===== src/rtl/compare_unit_if.sv =====
// compare_unit_if: CP0 Compare-stage bus between the Count/CP0 side (master)
// and the compare unit (slave).
//   master drives : count, count_upd, we_cmp, r_cmp, wdata, int_ack, ie
//                   (+ we_per when CMP_PERIODIC_EN is defined)
//   master reads  : read_data, timer_int, miss_cnt
// Optional feature macro: CMP_PERIODIC_EN (adds we_per).
interface compare_unit_if #(
  parameter int WIDTH     = 32,
  parameter int MISS_BITS = 4
);
  logic [WIDTH-1:0]     count;
  logic                 count_upd;
  logic                 we_cmp;
  logic                 r_cmp;
  logic [WIDTH-1:0]     wdata;
  logic                 int_ack;
  logic                 ie;
`ifdef CMP_PERIODIC_EN
  logic                 we_per;
`endif
  logic [WIDTH-1:0]     read_data;
  logic                 timer_int;
  logic [MISS_BITS-1:0] miss_cnt;

  modport master (
`ifdef CMP_PERIODIC_EN
    output we_per,
`endif
    output count, count_upd, we_cmp, r_cmp, wdata, int_ack, ie,
    input  read_data, timer_int, miss_cnt
  );

  modport slave (
`ifdef CMP_PERIODIC_EN
    input  we_per,
`endif
    input  count, count_upd, we_cmp, r_cmp, wdata, int_ack, ie,
    output read_data, timer_int, miss_cnt
  );
endinterface


===== src/rtl/compare_unit.sv =====
// compare_unit: CP0 Compare register and timer interrupt (IP7) generation.
// Watches the Count value and raises timer_int when Count advances onto
// Compare. Serves CP0 reads/writes of Compare.
// Ports:
//   clk  - system clock, rising edge
//   rst  - asynchronous active-low reset
//   bus  - compare_unit_if.slave (count/count_upd/we_cmp/r_cmp/wdata/
//          int_ack/ie in; read_data/timer_int/miss_cnt out)
// Optional feature macro: CMP_PERIODIC_EN (Period register, we_per port,
// auto-reload of Compare on hit).
//
// state     | meaning
// ----------+-------------------------------------------------------------
// DISARMED  | Compare never written since reset; matches are ignored
// ARMED     | waiting for Count to advance onto Compare
// FIRED     | one-shot match taken; waiting for int_ack or a Compare write
`ifndef UNKNOW
`define UNKNOW 'x
`endif

module compare_unit #(
  parameter int WIDTH     = 32,
  parameter int MISS_BITS = 4
) (
  input  logic          clk,
  input  logic          rst,
  compare_unit_if.slave bus
);

  typedef enum logic [1:0] {
    S_DISARMED = 2'd0,
    S_ARMED    = 2'd1,
    S_FIRED    = 2'd2
  } state_t;

  state_t               state_q,     state_d;
  logic [WIDTH-1:0]     compare_q,   compare_d;
  logic                 pending_q,   pending_d;
  logic [MISS_BITS-1:0] miss_q,      miss_d;
  logic                 timer_int_q, timer_int_d;
  logic                 hit;
  logic                 reload;
`ifdef CMP_PERIODIC_EN
  logic [WIDTH-1:0]     period_q,    period_d;
`endif

  always_ff @(posedge clk or negedge rst) begin
    if (!rst) begin
      state_q     <= S_DISARMED;
      compare_q   <= '0;
      pending_q   <= 1'b0;
      miss_q      <= '0;
      timer_int_q <= 1'b0;
`ifdef CMP_PERIODIC_EN
      period_q    <= '0;
`endif
    end else begin
      state_q     <= state_d;
      compare_q   <= compare_d;
      pending_q   <= pending_d;
      miss_q      <= miss_d;
      timer_int_q <= timer_int_d;
`ifdef CMP_PERIODIC_EN
      period_q    <= period_d;
`endif
    end
  end

  always_comb begin
    state_d   = state_q;
    compare_d = compare_q;
    pending_d = pending_q;
    miss_d    = miss_q;
`ifdef CMP_PERIODIC_EN
    period_d  = period_q;
    if (bus.we_per) period_d = bus.wdata;
    // A zero period degenerates to one-shot behaviour.
    reload    = (period_q != '0);
`else
    reload    = 1'b0;
`endif

    hit = bus.count_upd && (bus.count == compare_q) && (state_q != S_DISARMED);

    if (bus.we_cmp) begin
      compare_d = bus.wdata;
      pending_d = 1'b0;
      state_d   = S_ARMED;
    end else if (hit && reload) begin
      // Periodic hit survives a simultaneous ack; the ack consumes the old
      // request, so the new hit is not counted as missed in that case.
      if (pending_q && !bus.int_ack && (miss_q != {MISS_BITS{1'b1}}))
        miss_d = miss_q + 1'b1;
`ifdef CMP_PERIODIC_EN
      compare_d = compare_q + period_q;
`endif
      pending_d = 1'b1;
      state_d   = S_ARMED;
    end else if (bus.int_ack) begin
      pending_d = 1'b0;
      if (state_q == S_FIRED) state_d = S_ARMED;
    end else if (hit) begin
      if (pending_q && (miss_q != {MISS_BITS{1'b1}}))
        miss_d = miss_q + 1'b1;
      pending_d = 1'b1;
      state_d   = S_FIRED;
    end

    timer_int_d = pending_d && bus.ie;
  end

  assign bus.read_data = bus.r_cmp ? compare_q : `UNKNOW;
  assign bus.timer_int = timer_int_q;
  assign bus.miss_cnt  = miss_q;

endmodule


===== src/flat_wrapper.sv =====
// flat-port wrapper written by rule: the top's interface ports become plain ports
module compare_unit_flat 
#(
  parameter int WIDTH     = 32,
  parameter int MISS_BITS = 4
)
  (clk, rst, bus_count, bus_count_upd, bus_we_cmp, bus_r_cmp, bus_wdata, bus_int_ack, bus_ie, bus_read_data, bus_timer_int, bus_miss_cnt);
  compare_unit_if #(.WIDTH(WIDTH), .MISS_BITS(MISS_BITS)) bus_i ();
  input  logic clk;
  input  logic rst;
  input wire logic [$bits(bus_i.count)-1:0] bus_count;
  input wire logic [$bits(bus_i.count_upd)-1:0] bus_count_upd;
  input wire logic [$bits(bus_i.we_cmp)-1:0] bus_we_cmp;
  input wire logic [$bits(bus_i.r_cmp)-1:0] bus_r_cmp;
  input wire logic [$bits(bus_i.wdata)-1:0] bus_wdata;
  input wire logic [$bits(bus_i.int_ack)-1:0] bus_int_ack;
  input wire logic [$bits(bus_i.ie)-1:0] bus_ie;
  output wire logic [$bits(bus_i.read_data)-1:0] bus_read_data;
  output wire logic [$bits(bus_i.timer_int)-1:0] bus_timer_int;
  output wire logic [$bits(bus_i.miss_cnt)-1:0] bus_miss_cnt;
  assign bus_i.count = bus_count;
  assign bus_i.count_upd = bus_count_upd;
  assign bus_i.we_cmp = bus_we_cmp;
  assign bus_i.r_cmp = bus_r_cmp;
  assign bus_i.wdata = bus_wdata;
  assign bus_i.int_ack = bus_int_ack;
  assign bus_i.ie = bus_ie;
  assign bus_read_data = bus_i.read_data;
  assign bus_timer_int = bus_i.timer_int;
  assign bus_miss_cnt = bus_i.miss_cnt;
  compare_unit #(.WIDTH(WIDTH), .MISS_BITS(MISS_BITS)) u_core (.clk(clk), .rst(rst), .bus(bus_i));
endmodule

===== config.mk =====
export PLATFORM = sky130hd
export DESIGN_NAME = compare_unit_flat
export DESIGN_NICKNAME = d
export VERILOG_FILES = /design/src/rtl/compare_unit_if.sv /design/src/rtl/compare_unit.sv /design/src/flat_wrapper.sv
export SDC_FILE = /design/constraint.sdc
export NUM_CORES = 1
export LEC_CHECK = 0
export CORE_MARGIN = 2
export CORE_UTILIZATION = 38
export DETAILED_ROUTE_END_ITERATION = 8
export GPL_TIMING_DRIVEN = 0
export PLACE_DENSITY = 0.85
export SYNTH_ARGS = -nofsm -noshare
export SYNTH_HDL_FRONTEND = slang
export SYNTH_SLANG_ARGS = --single-unit

===== constraint.sdc =====
create_clock -name clk -period 2.1 [get_ports clk]
set_input_delay 0.315 -clock clk [delete_from_list [all_inputs] [get_ports clk]]
set_output_delay 0.315 -clock clk [all_outputs]
set_load 0.005 [all_outputs]

==> results of run 1 <==
[worst max-delay path: stages]
cell	delay (ps)
clkdlybuf4s50_1	430
xor2_1	160
nor4_2	300
nand4_2	220
nor4b_4	360
mux2_1	360
[flip-flops by register name (all words and copies together) (netlist names)]
name and cells:
u_core.pending_q 1, u_core.bus.miss_cnt 4, u_core.bus.timer_int 1, u_core.state_q 2, u_core.compare_q 32
[routing by layer]
layer | wire length, um | GRT usage (%) | share of wire [%] | vias to the layer above
met4 | 61 | 6.43 | 1.3 | 0
li1 | - | - | - | 735
met3 | 464 | 6.83 | 9.6 | 7
met5 | 0 | 0 | 0 | -
met1 | 1900 | 20.2 | 39 | 719
met2 | 2400 | 32.1 | 50 | 65
[Yosys cell counts]
cell type / instances
and3_1: 1
mux2_2: 32
a21oi_1: 1
ha_1: 1
o21ai_0: 2
nor4_2: 3
inv_1: 1
clkbuf_1: 4
nor4_1: 6
nor4b_4: 1
xor2_1: 35
nand3_1: 2
dfrtp_1: 40
nand2_1: 3
o211a_1: 1
nand4_1: 1
nor2_1: 3
o21a_1: 3
mux2_1: 1
nor3_1: 2
nand4_2: 1
[cells in the final DEF, fill, tap and decap left out, types with 2 or more instances in the layout]
cell,synthesis,layout
clkbuf_1,4,6
o21a_1,3,3
nor4_1,6,5
dfrtp_1,40,40
nand3_1,2,2
clkbuf_8,0,6
clkdlybuf4s50_1,0,104
mux2_2,32,32
o21ai_0,2,2
nor2_1,3,3
nand2_1,3,3
nor4_2,3,4
xor2_1,35,35
nor3_1,2,2
[power by group through the flow]
stage	Combinational, mW	Sequential [mW]	Clock [mW]
2_1_floorplan	0.150	0.904	0
3_3_place_gp	0.448	0.902	0
3_5_place_dp	0.463	0.904	0
4_1_cts	0.468	0.890	0.544
5_1_grt	0.501	0.899	0.581
6_report	0.461	0.889	0.527
[layout make-up]
class / count / area share [%]
tap: 67 / 2.63
buffer: 4 / 0.471
sequential: 40 / 31.4
multi-input combinational: 99 / 28.6
clock buffer: 8 / 2.83
timing repair buffer: 107 / 34.0
inverter: 1 / 0.118
[how the worst min path moves through the flow]
stage                                                  start                            endpoint  cells past startpoint
after floorplan                                          rst  u_core.bus.miss_cnt[0]$_DFFE_PN0P_                      0
after global placement    u_core.bus.miss_cnt[3]$_DFFE_PN0P_  u_core.bus.miss_cnt[3]$_DFFE_PN0P_                      1
after detailed placement                                 rst  u_core.bus.miss_cnt[2]$_DFFE_PN0P_                      1
after CTS                 u_core.bus.miss_cnt[3]$_DFFE_PN0P_  u_core.bus.miss_cnt[3]$_DFFE_PN0P_                      1
after global routing      u_core.bus.miss_cnt[3]$_DFFE_PN0P_  u_core.bus.miss_cnt[3]$_DFFE_PN0P_                      1
final                     u_core.bus.miss_cnt[3]$_DFFE_PN0P_  u_core.bus.miss_cnt[3]$_DFFE_PN0P_                      1
[metrics by stage]
step                      hold slack, ps  setup TNS [ps]  total power, mW  cells  utilization [%]
after floorplan                     19.4               0             1.05    144                -
after global placement               479          -14830             1.35    316             63.5
after global routing                 519               0             1.98    326             66.2
after detailed placement             313            -462             1.37    317             64.0
after CTS                            500               0             1.90    326             66.1
final                                499               0             1.88    326             66.2
[logic make-up (layout without fill, tap and decap cells)]
| group | after synthesis | in the layout |
|---|---|---|
| AO/OA/AOI/OAI | 7 | 7 |
| flip-flops | 40 | 40 |
| adder cells (fa/ha/maj) | 1 | 1 |
| multiplexers | 33 | 33 |
| XOR/XNOR | 35 | 35 |
| AND/OR/NAND/NOR | 23 | 23 |
| buffers and inverters | 5 | 120 |
[what timing repair did]
| action | CTS | global route |
|---|---|---|
| hold buffers | 1 | 0 |
| endpoints found under the hold margin | 19 | 0 |
| endpoints found under the setup margin | 0 | 1 |
| gates resized for setup | 0 | 1 |
==> flow_summary.yaml, run 1 <==
clock_network:
  clk_latency_ps: 290
  postCtsSetupRepairBufs: 0
  clock_sinks: 40
  cts.clk_slew.worst_paths_ps: 70
  clock_path_buffers: 2
  htreeDepth: 2
  cts_tree: "yes"
  ctsRootBufferMaster: "clkbuf_8"
  cts_made_buffers: 5
timing:
  max_slew_margin_pct: 56.4
  fin_crit_ps: 1970
  skew_ps: 3.09
  finalCritPeriodShare_pct: 93.9
  timing.fmax_ghz: 0.507
  hold_violations: 0
  worstMarginPinSlew_ps: 654
  setup_ws_ps: 127
  setup_viol: 0
  maxSlewViolCount: 0
  rsz0062_at_grt: "false"
power:
  power.share.clock_pct: 28.1
  sw_frac_of_total_pct: 24.5
  power_leakage_nw: 1.35
  powerDensity_nw_per_um2: 589
  peakVddDrop_uv: 379
  internal_power_mw: 1.42
  seqPwrFrac_pct: 47.4
  power.switching_uw: 459
  p_comb_share_pct: 24.6
yosys:
  synth-xor-area-share_pct: 15.9
  synth-seq-area-share_pct: 52.0
  ys_types: 21
  synthSimpleGateAreaFrac_pct: 8.65
  muxShareOfSynthArea_pct: 19.3
  synth_top_area_share_pct: 52.0
  ys_top_cells_by_area: "dfrtp_1 52%, mux2_2 19%, xor2_1 16%"
  synth-compound-area-share_pct: 2.47
  yosysWarnings: 0
  syn-num-nets: 216
  yosys.area_share.adder_pct: 0.650
  postSynthAreaPerCell_sq_um: 13.4
  synthCells: 144
  synth_top_family_by_area: "multiplexers"
  yosys.area.top_type: "dfrtp_1"
  ys_ff_latch: 40
  syn-cell-area_sq_um: 1920
floorplanning:
  die_x_um: 75.2
  dieArea_sq_um: 5650
  start_util_pct: 39.9
  num_io_pins: 108
  num_rows: 25
  core_area_sq_um: 4820
  die_y_um: 75.2
global_routing:
  grt_usage_pct: 18.2
  grt_max_degree: 22
  grt_overflow_total: 0
  grt_pass1_wl_mm: 7.53
  grt_pass1_vias: 1665
  antenna_found_initial: 0
routing:
  routed_via_density: 4.68
  vias: 1526
  route.detailed.drc: 0
  first_pass_iters: 4
  drtAntennaViolNets: 0
  drt_iter0_drc: 36
  routed_wl_mm: 4.83
  wire_per_inst_um: 14.8
setup_path:
  worstPathRequired_ps: 2280
  cp-start-kind: "input pin"
  reg2reg_slack_ps: 150
  arrival_ps: 2150
  path_class: "in -> reg"
  cp-end-kind: "register"
  reg2regPathDepth: 5
  cp-startpoint: "bus_count[14]"
  r2r_start: "u_core.compare_q[14]$_DFFE_PN0P_"
  reg2reg_to: "u_core.bus.miss_cnt[1]$_DFFE_PN0P_"
  crit_fanout: 4
  critPathCapture: "u_core.bus.miss_cnt[1]$_DFFE_PN0P_"
final_layout:
  multi_input_comb_area_sq_um: 911
  design_area_sq_um: 3190
  nets: 330
  fill_cells: 406
  final_layout_size_suffix_gt1_share_pct: 17.8
  area_growth_pct: 65.7
  antenna_cells: 0
  regArea_sq_um: 1000
place:
  hpwl_mm: 3.80
  dp_slack_ps: -212
  place_congestion: 0.719
  io_buffer_count: 105
  post_dp_cell_area_sq_um: 3080
status:
  status: "finished, final reports clean"
flow_run:
  drv_cap: 0
min_path:
  hp-class: "reg -> reg"
No activity file was read; power rests on OpenSTA's default activity.
==> inputs of run 2 (changes only) <==
--- a/config.mk
+++ b/config.mk
@@ -5,11 +5,13 @@
 export SDC_FILE = /design/constraint.sdc
 export NUM_CORES = 1
 export LEC_CHECK = 0
+export ABC_AREA = 1
+export ABC_CLOCK_PERIOD_IN_PS = 2100
 export CORE_MARGIN = 2
-export CORE_UTILIZATION = 38
+export CORE_UTILIZATION = 40
 export DETAILED_ROUTE_END_ITERATION = 8
 export GPL_TIMING_DRIVEN = 0
-export PLACE_DENSITY = 0.85
+export PLACE_DENSITY = 0.82
 export SYNTH_ARGS = -nofsm -noshare
 export SYNTH_HDL_FRONTEND = slang
 export SYNTH_SLANG_ARGS = --single-unit
==> run 2 against run 1 <==
Effect of this change: combinational power rose by 22%; final area rose by 15%; core utilization fell by 4.1 points; global-route usage rose by 4.9 points; synthesized cell count rose to 2.6 times the previous value; register-to-register slack improved by 280 ps; fmax rose by 18%; clock power rose by 7.6%.
==> flow_summary.yaml, run 2 <==
yosys:
  yosys-top-cells-count: "148 x nand2_1, 59 x inv_1, 40 x dfrtp_1, 32 x o21ai_0, 29 x nor2_1"
  ys_types: 23
  async_flop_share_pct: 100
  syn-cell-area_sq_um: 2440
  yosys_most_used_dff: "dfrtp_1"
  yosysMostFrequentCell: "nand2_1"
  synthCells: 368
  ys_top_cells_by_area: "dfrtp_1 41%, nand2_1 23%, inv_1 9.1%"
  yosysWarnings: 0
  syn-num-nets: 440
  synth_top_area_share_pct: 41.1
  yosys.area.top_type: "dfrtp_1"
  ys_ff_latch: 40
  synth-edff-count: 0
  synth-seq-area-share_pct: 41.1
  postSynthAreaPerCell_sq_um: 6.62
power:
  powerDensity_nw_per_um2: 545
  peakVddDrop_uv: 297
  power_leakage_nw: 1.89
timing:
  setup_ws_ps: 428
  timing.fmax_ghz: 0.598
  maxSlewViolCount: 0
  fin_crit_ps: 1670
  setup_viol: 0
  hold_violations: 0
  max_slew_margin_pct: 38.4
  skew_ps: 6.70
  worstMarginPinSlew_ps: 924
  rsz0062_at_grt: "false"
  finalCritPeriodShare_pct: 79.6
flow_run:
  drv_cap: 0
setup_path:
  r2r_start: "u_core.compare_q[24]$_DFFE_PN0P_"
  cp-end-kind: "register"
  crit_fanout: 5
  worstPathRequired_ps: 2290
  cp-startpoint: "u_core.compare_q[24]$_DFFE_PN0P_"
  path_class: "reg -> reg"
  arrival_ps: 1860
  cp-start-kind: "register"
routing:
  drtAntennaViolNets: 0
  routed_via_density: 4.69
  wire_per_inst_um: 13.3
  vias: 2605
  drt_iter0_drc: 96
  route.detailed.drc: 0
  routed_wl_mm: 7.39
  first_pass_iters: 4
floorplanning:
  num_io_pins: 108
  num_rows: 28
  die_x_um: 82.1
  dieArea_sq_um: 6730
  die_y_um: 82.1
  start_util_pct: 41.2
  core_area_sq_um: 5920
clock_network:
  ctsRootBufferMaster: "clkbuf_8"
  hold_buffers: 0
  clock_sinks: 40
  cts_resized: 0
  htreeDepth: 2
  cts_tree: "yes"
  clock_path_buffers: 2
  postCtsSetupRepairBufs: 0
  cts.clk_slew.worst_paths_ps: 80
  cts_made_buffers: 5
  clk_latency_ps: 290
final_layout:
  fin_util_pct: 62.0
  antenna_cells: 0
  multi_input_comb_area_sq_um: 1170
  layout_common_cells: "148 x nand2_1, 104 x clkdlybuf4s50_1, 59 x inv_1"
  area_growth_pct: 50.7
  final_layout_size_suffix_gt1_share_pct: 6.88
  largest_register: "u_core.compare_q"
  regArea_sq_um: 1000
  largest_reg_flops: 32
  final_common_cell: "nand2_1"
  nets: 552
  fill_cells: 547
global_routing:
  antenna_found_initial: 0
  grt_overflow_total: 0
  grt_usage_pct: 23.1
  grt_max_degree: 41
  grt_pass1_vias: 2610
  grt_pass1_wl_mm: 11.8
place:
  hpwl_mm: 6.06
  io_buffer_count: 105
  dp_slack_ps: 153
  place_congestion: 0.862
min_path:
  hp-class: "in -> async"
status:
  status: "finished, final reports clean"
==> run 2: cell count changes after synthesis, moves of 7 or more <==
| cell | previous run | this run |
|---|---|---|
| inv_1 | 1 | 59 |
| nor2_1 | 3 | 29 |
| mux2_2 | 32 | 0 |
| o21ai_0 | 2 | 32 |
| nand4_1 | 1 | 12 |
| nand2_1 | 3 | 148 |
| xor2_1 | 35 | 1 |
| nand2_2 | 0 | 7 |
==> run 2: final cells by class <==
type                       instances  area share (%)
timing repair buffer             105            28.5
inverter                          64            6.54
buffer                             7           0.749
tap                               75            2.55
sequential                        40            27.2
multi-input combinational        257            31.8
clock buffer                       7            2.62
==> run 2: where the power goes <==
group	total [mW]	internal, mW	leakage, nW	switching, mW
clock	0.567	0.293	0.0503	0.274
sequential	0.872	0.825	0.495	0.0469
combinational	0.561	0.299	1.34	0.262
==> run 2: path summary, 6_finish.rpt <==
check	end	slack, ps	depth (start not counted)
min in group clk	u_core.compare_q[4]$_DFFE_PN0P_	420	2
max in group asynchronous	u_core.bus.miss_cnt[3]$_DFFE_PN0P_	1370	1
worst max-delay path	u_core.state_q[0]$_DFFE_PN0P_	430	7
worst max register to register	u_core.state_q[0]$_DFFE_PN0P_	430	7
worst min register to register	u_core.state_q[0]$_DFFE_PN0P_	500	1
worst min-delay path	u_core.compare_q[5]$_DFFE_PN0P_	160	1
==> run 2: metal layers <==
metal	vias up	share of wire (%)	GRT usage, %
met2	85	49	41.1
met5	-	0	0
met1	1175	44	29.1
met3	8	5.5	3.19
li1	1337	-	-
met4	0	1.5	6.33
==> run 2: logic make-up after synthesis <==
| logic type | count (synthesis) | synth area share, % |
|---|---|---|
| adder cells (fa/ha/maj) | 1 | 0.513 |
| flip-flops | 40 | 41.1 |
| AND/OR/NAND/NOR | 214 | 37.5 |
| XOR/XNOR | 5 | 1.80 |
| AO/OA/AOI/OAI | 37 | 8.11 |
| buffers and inverters | 71 | 11.0 |
==> run 2: through the flow <==
step | std cells | setup TNS [ps] | hold WS [ps] | cell area (sq um) | power [mW]
finish | 555 | 0 | 161 | 3670 | 2.00
global route | 555 | 0 | 236 | 3670 | 2.10
CTS | 555 | 0 | 178 | 3670 | 2.01
detailed placement | 548 | 0 | 489 | 3580 | 1.45
global placement | 548 | -10240 | 473 | 3580 | 1.44
floorplan | 368 | 0 | 19.4 | 2440 | 1.11
==> run 2: worst max-delay path, stage by stage (launching register included) <==
cell	delay, ps
dfrtp_1	420
xnor2_1	320
nand3_1	130
nor2_1	150
nand3_1	140
nor2_4	220
nand2_4	80
o21a_1	110
==> inputs of run 3 (changes only) <==
--- a/config.mk
+++ b/config.mk
@@ -6,9 +6,9 @@
 export NUM_CORES = 1
 export LEC_CHECK = 0
 export ABC_AREA = 1
-export ABC_CLOCK_PERIOD_IN_PS = 2100
+export ABC_CLOCK_PERIOD_IN_PS = 1520
 export CORE_MARGIN = 2
-export CORE_UTILIZATION = 40
+export CORE_UTILIZATION = 38
 export DETAILED_ROUTE_END_ITERATION = 8
 export GPL_TIMING_DRIVEN = 0
 export PLACE_DENSITY = 0.82
==> constraint.sdc (replaced) <==
create_clock -name clk -period 1.52 [get_ports clk]
set_input_delay 0.228 -clock clk [delete_from_list [all_inputs] [get_ports clk]]
set_output_delay 0.228 -clock clk [all_outputs]
set_load 0.005 [all_outputs]
==> run 3 against run 2 <==
Effect of this change: the run now ends with setup timing left; clock power grew 56%; die area grew 5.0%; final cell count grew 1.8%; global-route usage shrank 1.7 points; non-clock buffer count grew 7; final area grew 3.9%; power grew 45%; via count grew 2.5%; flip-flop and latch count is the same; first-iteration DRC count shrank 18%; core utilization shrank 1.2 points; largest power group unchanged.
==> flow_summary.yaml, run 3 (synthesis gave the netlist of run 2 again) <==
flow_run:
  drv_cap: 0
clock_network:
  htreeDepth: 2
  clock_sinks: 40
  clock_path_buffers: 2
  cts.clk_slew.worst_paths_ps: 80
  cts_made_buffers: 5
  clk_latency_ps: 300
  cts_tree: "yes"
  ctsRootBufferMaster: "clkbuf_8"
setup_path:
  path_cells: "buf_4 -> clkdlybuf4s50_1"
  max_stage_delay_ps: 490
  cp-start-kind: "register"
  cp-end-kind: "output pin"
  reg2reg_to: "u_core.state_q[0]$_DFFE_PN0P_"
  reg2reg_slack_ps: -10
  r2r_start: "u_core.compare_q[1]$_DFFE_PN0P_"
  worstPathRequired_ps: 1290
  arrival_ps: 1350
  path_class: "reg -> out"
  worst_path_max_delay_cell: "clkdlybuf4s50_1"
  crit_fanout: 3
  reg2regPathDepth: 11
min_path:
  whs_endpoint: "u_core.compare_q[3]$_DFFE_PN0P_"
  hp-start: "bus_we_cmp"
  hold_depth: 2
  hp-class: "in -> reg"
global_routing:
  antenna_found_initial: 0
  grt_pass1_vias: 2626
  grt_overflow_total: 0
  grt_max_degree: 26
  grt_usage_pct: 21.4
  grt_pass1_wl_mm: 12.0
timing:
  worstMarginPinSlew_ps: 438
  skew_ps: 8.66
  hold_violations: 0
  rsz0062_at_grt: "true"
  setup_ws_ps: -58.3
  max_slew_margin_pct: 70.8
  finalCritPeriodShare_pct: 104
  timing.fmax_ghz: 0.634
  maxSlewViolCount: 0
  fin_crit_ps: 1580
  setup_viol: 3
  setup_tns_ps: -79.1
power:
  powerDensity_nw_per_um2: 761
  p_comb_share_pct: 28.0
  power.switching_uw: 845
  peakVddDrop_uv: 567
  sw_frac_of_total_pct: 29.1
  internal_power_mw: 2.06
  seqPwrFrac_pct: 41.6
  power.share.clock_pct: 30.4
  power_leakage_nw: 1.98
floorplanning:
  start_util_pct: 38.8
  dieArea_sq_um: 7070
  core_area_sq_um: 6280
  die_y_um: 84.1
  die_x_um: 84.1
  num_io_pins: 108
  num_rows: 29
routing:
  wire_per_inst_um: 13.2
  drt_iter0_drc: 79
  vias: 2671
  drtAntennaViolNets: 0
  routed_via_density: 4.73
  route.detailed.drc: 0
  routed_wl_mm: 7.46
  first_pass_iters: 4
status:
  status: "finished with violations"
  violations: "setup timing"
place:
  io_buffer_count: 105
  hpwl_mm: 5.99
  dp_cells: 551
  place_congestion: 0.911
final_layout:
  largest_register: "u_core.compare_q"
  final_cell_count_no_fill: 565
  final_layout_size_suffix_gt1_share_pct: 12.1
  fin_util_pct: 60.8
  largest_reg_flops: 32
  layout_common_cells: "141 x nand2_1, 99 x clkdlybuf4s50_1, 55 x inv_1"
  nets: 559
  area_growth_pct: 56.6
  antenna_cells: 0
  final_common_cell: "nand2_1"
## run 3: changes by cell type in the layout (fill, tap and decap cells not counted), moves of 5 or more
cell,previous run,this run
buf_4,0,5
nor2_2,3,8
nand2_1,148,141
nor2_1,29,24
nand2_2,7,14
clkdlybuf4s50_1,104,99
## run 3: power by group through the flow
stage                     Clock, mW  Sequential [mW]  Combinational (mW)
after global placement            0             1.22               0.763
after CTS                     0.902             1.21               0.797
after floorplan                   0             1.22               0.315
after detailed placement          0             1.22               0.781
final                         0.885             1.21               0.812
after global routing          0.935             1.22               0.901
## run 3: worst max path at each step
stage                                           from  slack [ps]  cells after the start                                 end
finish              u_core.compare_q[24]$_DFFE_PN0P_         -60                      2                   bus_read_data[24]
global route        u_core.compare_q[24]$_DFFE_PN0P_        -180                      8  u_core.bus.miss_cnt[2]$_DFFE_PN0P_
CTS                                    bus_count[25]         -20                     11       u_core.state_q[0]$_DFFE_PN0P_
detailed placement                     bus_count[11]        -370                     12  u_core.bus.miss_cnt[2]$_DFFE_PN0P_
global placement                                 rst        -810                      1     u_core.compare_q[4]$_DFFE_PN0P_
floorplan           u_core.compare_q[14]$_DFFE_PN0P_         220                      7       u_core.state_q[0]$_DFFE_PN0P_
## run 3: worst max-delay path: cells and delay by family (launching register included)
family / cells / cell delay [ps]
flip-flops: 1 / 420
buffers and inverters: 2 / 630
## run 3: stage by stage
stage	hold WS, ps	total power, mW	area (sq um)	setup WS, ps
after floorplan	-67.6	1.54	2440	216
after global placement	473	1.98	3580	-811
after detailed placement	177	2.01	3600	-367
after CTS	310	2.91	3750	-15.0
after global routing	320	3.06	3820	-177
final	308	2.91	3820	-58.3
## run 3: cell type report
| cell class | count | area (sq um) |
|---|---|---|
| clock inverter | 3 | 42.5 |
| timing repair buffer | 112 | 1120 |
| buffer | 7 | 27.5 |
| clock buffer | 5 | 68.8 |
| tap | 77 | 96.3 |
| inverter | 64 | 240 |
| fill | 588 | 2460 |
| sequential | 40 | 1000 |
| multi-input combinational | 257 | 1220 |
## run 3: repair_timing
action | 4_1_cts | 5_1_grt
setup endpoints to repair | 9 | 11
setup buffers | 1 | 4
hold buffers | 1 | 0
hold endpoints to repair | 15 | 0
pin swaps | 4 | 13
gates resized for setup | 6 | 18
## run 3: routing by layer
layer | share of wire, % | vias up | GRT usage [%] | wire length (um)
met4 | 2.2 | 0 | 6.45 | 165
li1 | - | 1352 | - | -
met5 | 0 | - | 0 | 0
met1 | 42 | 1218 | 25.3 | 3160
met3 | 6.4 | 15 | 5.64 | 479
met2 | 49 | 86 | 37.8 | 3660
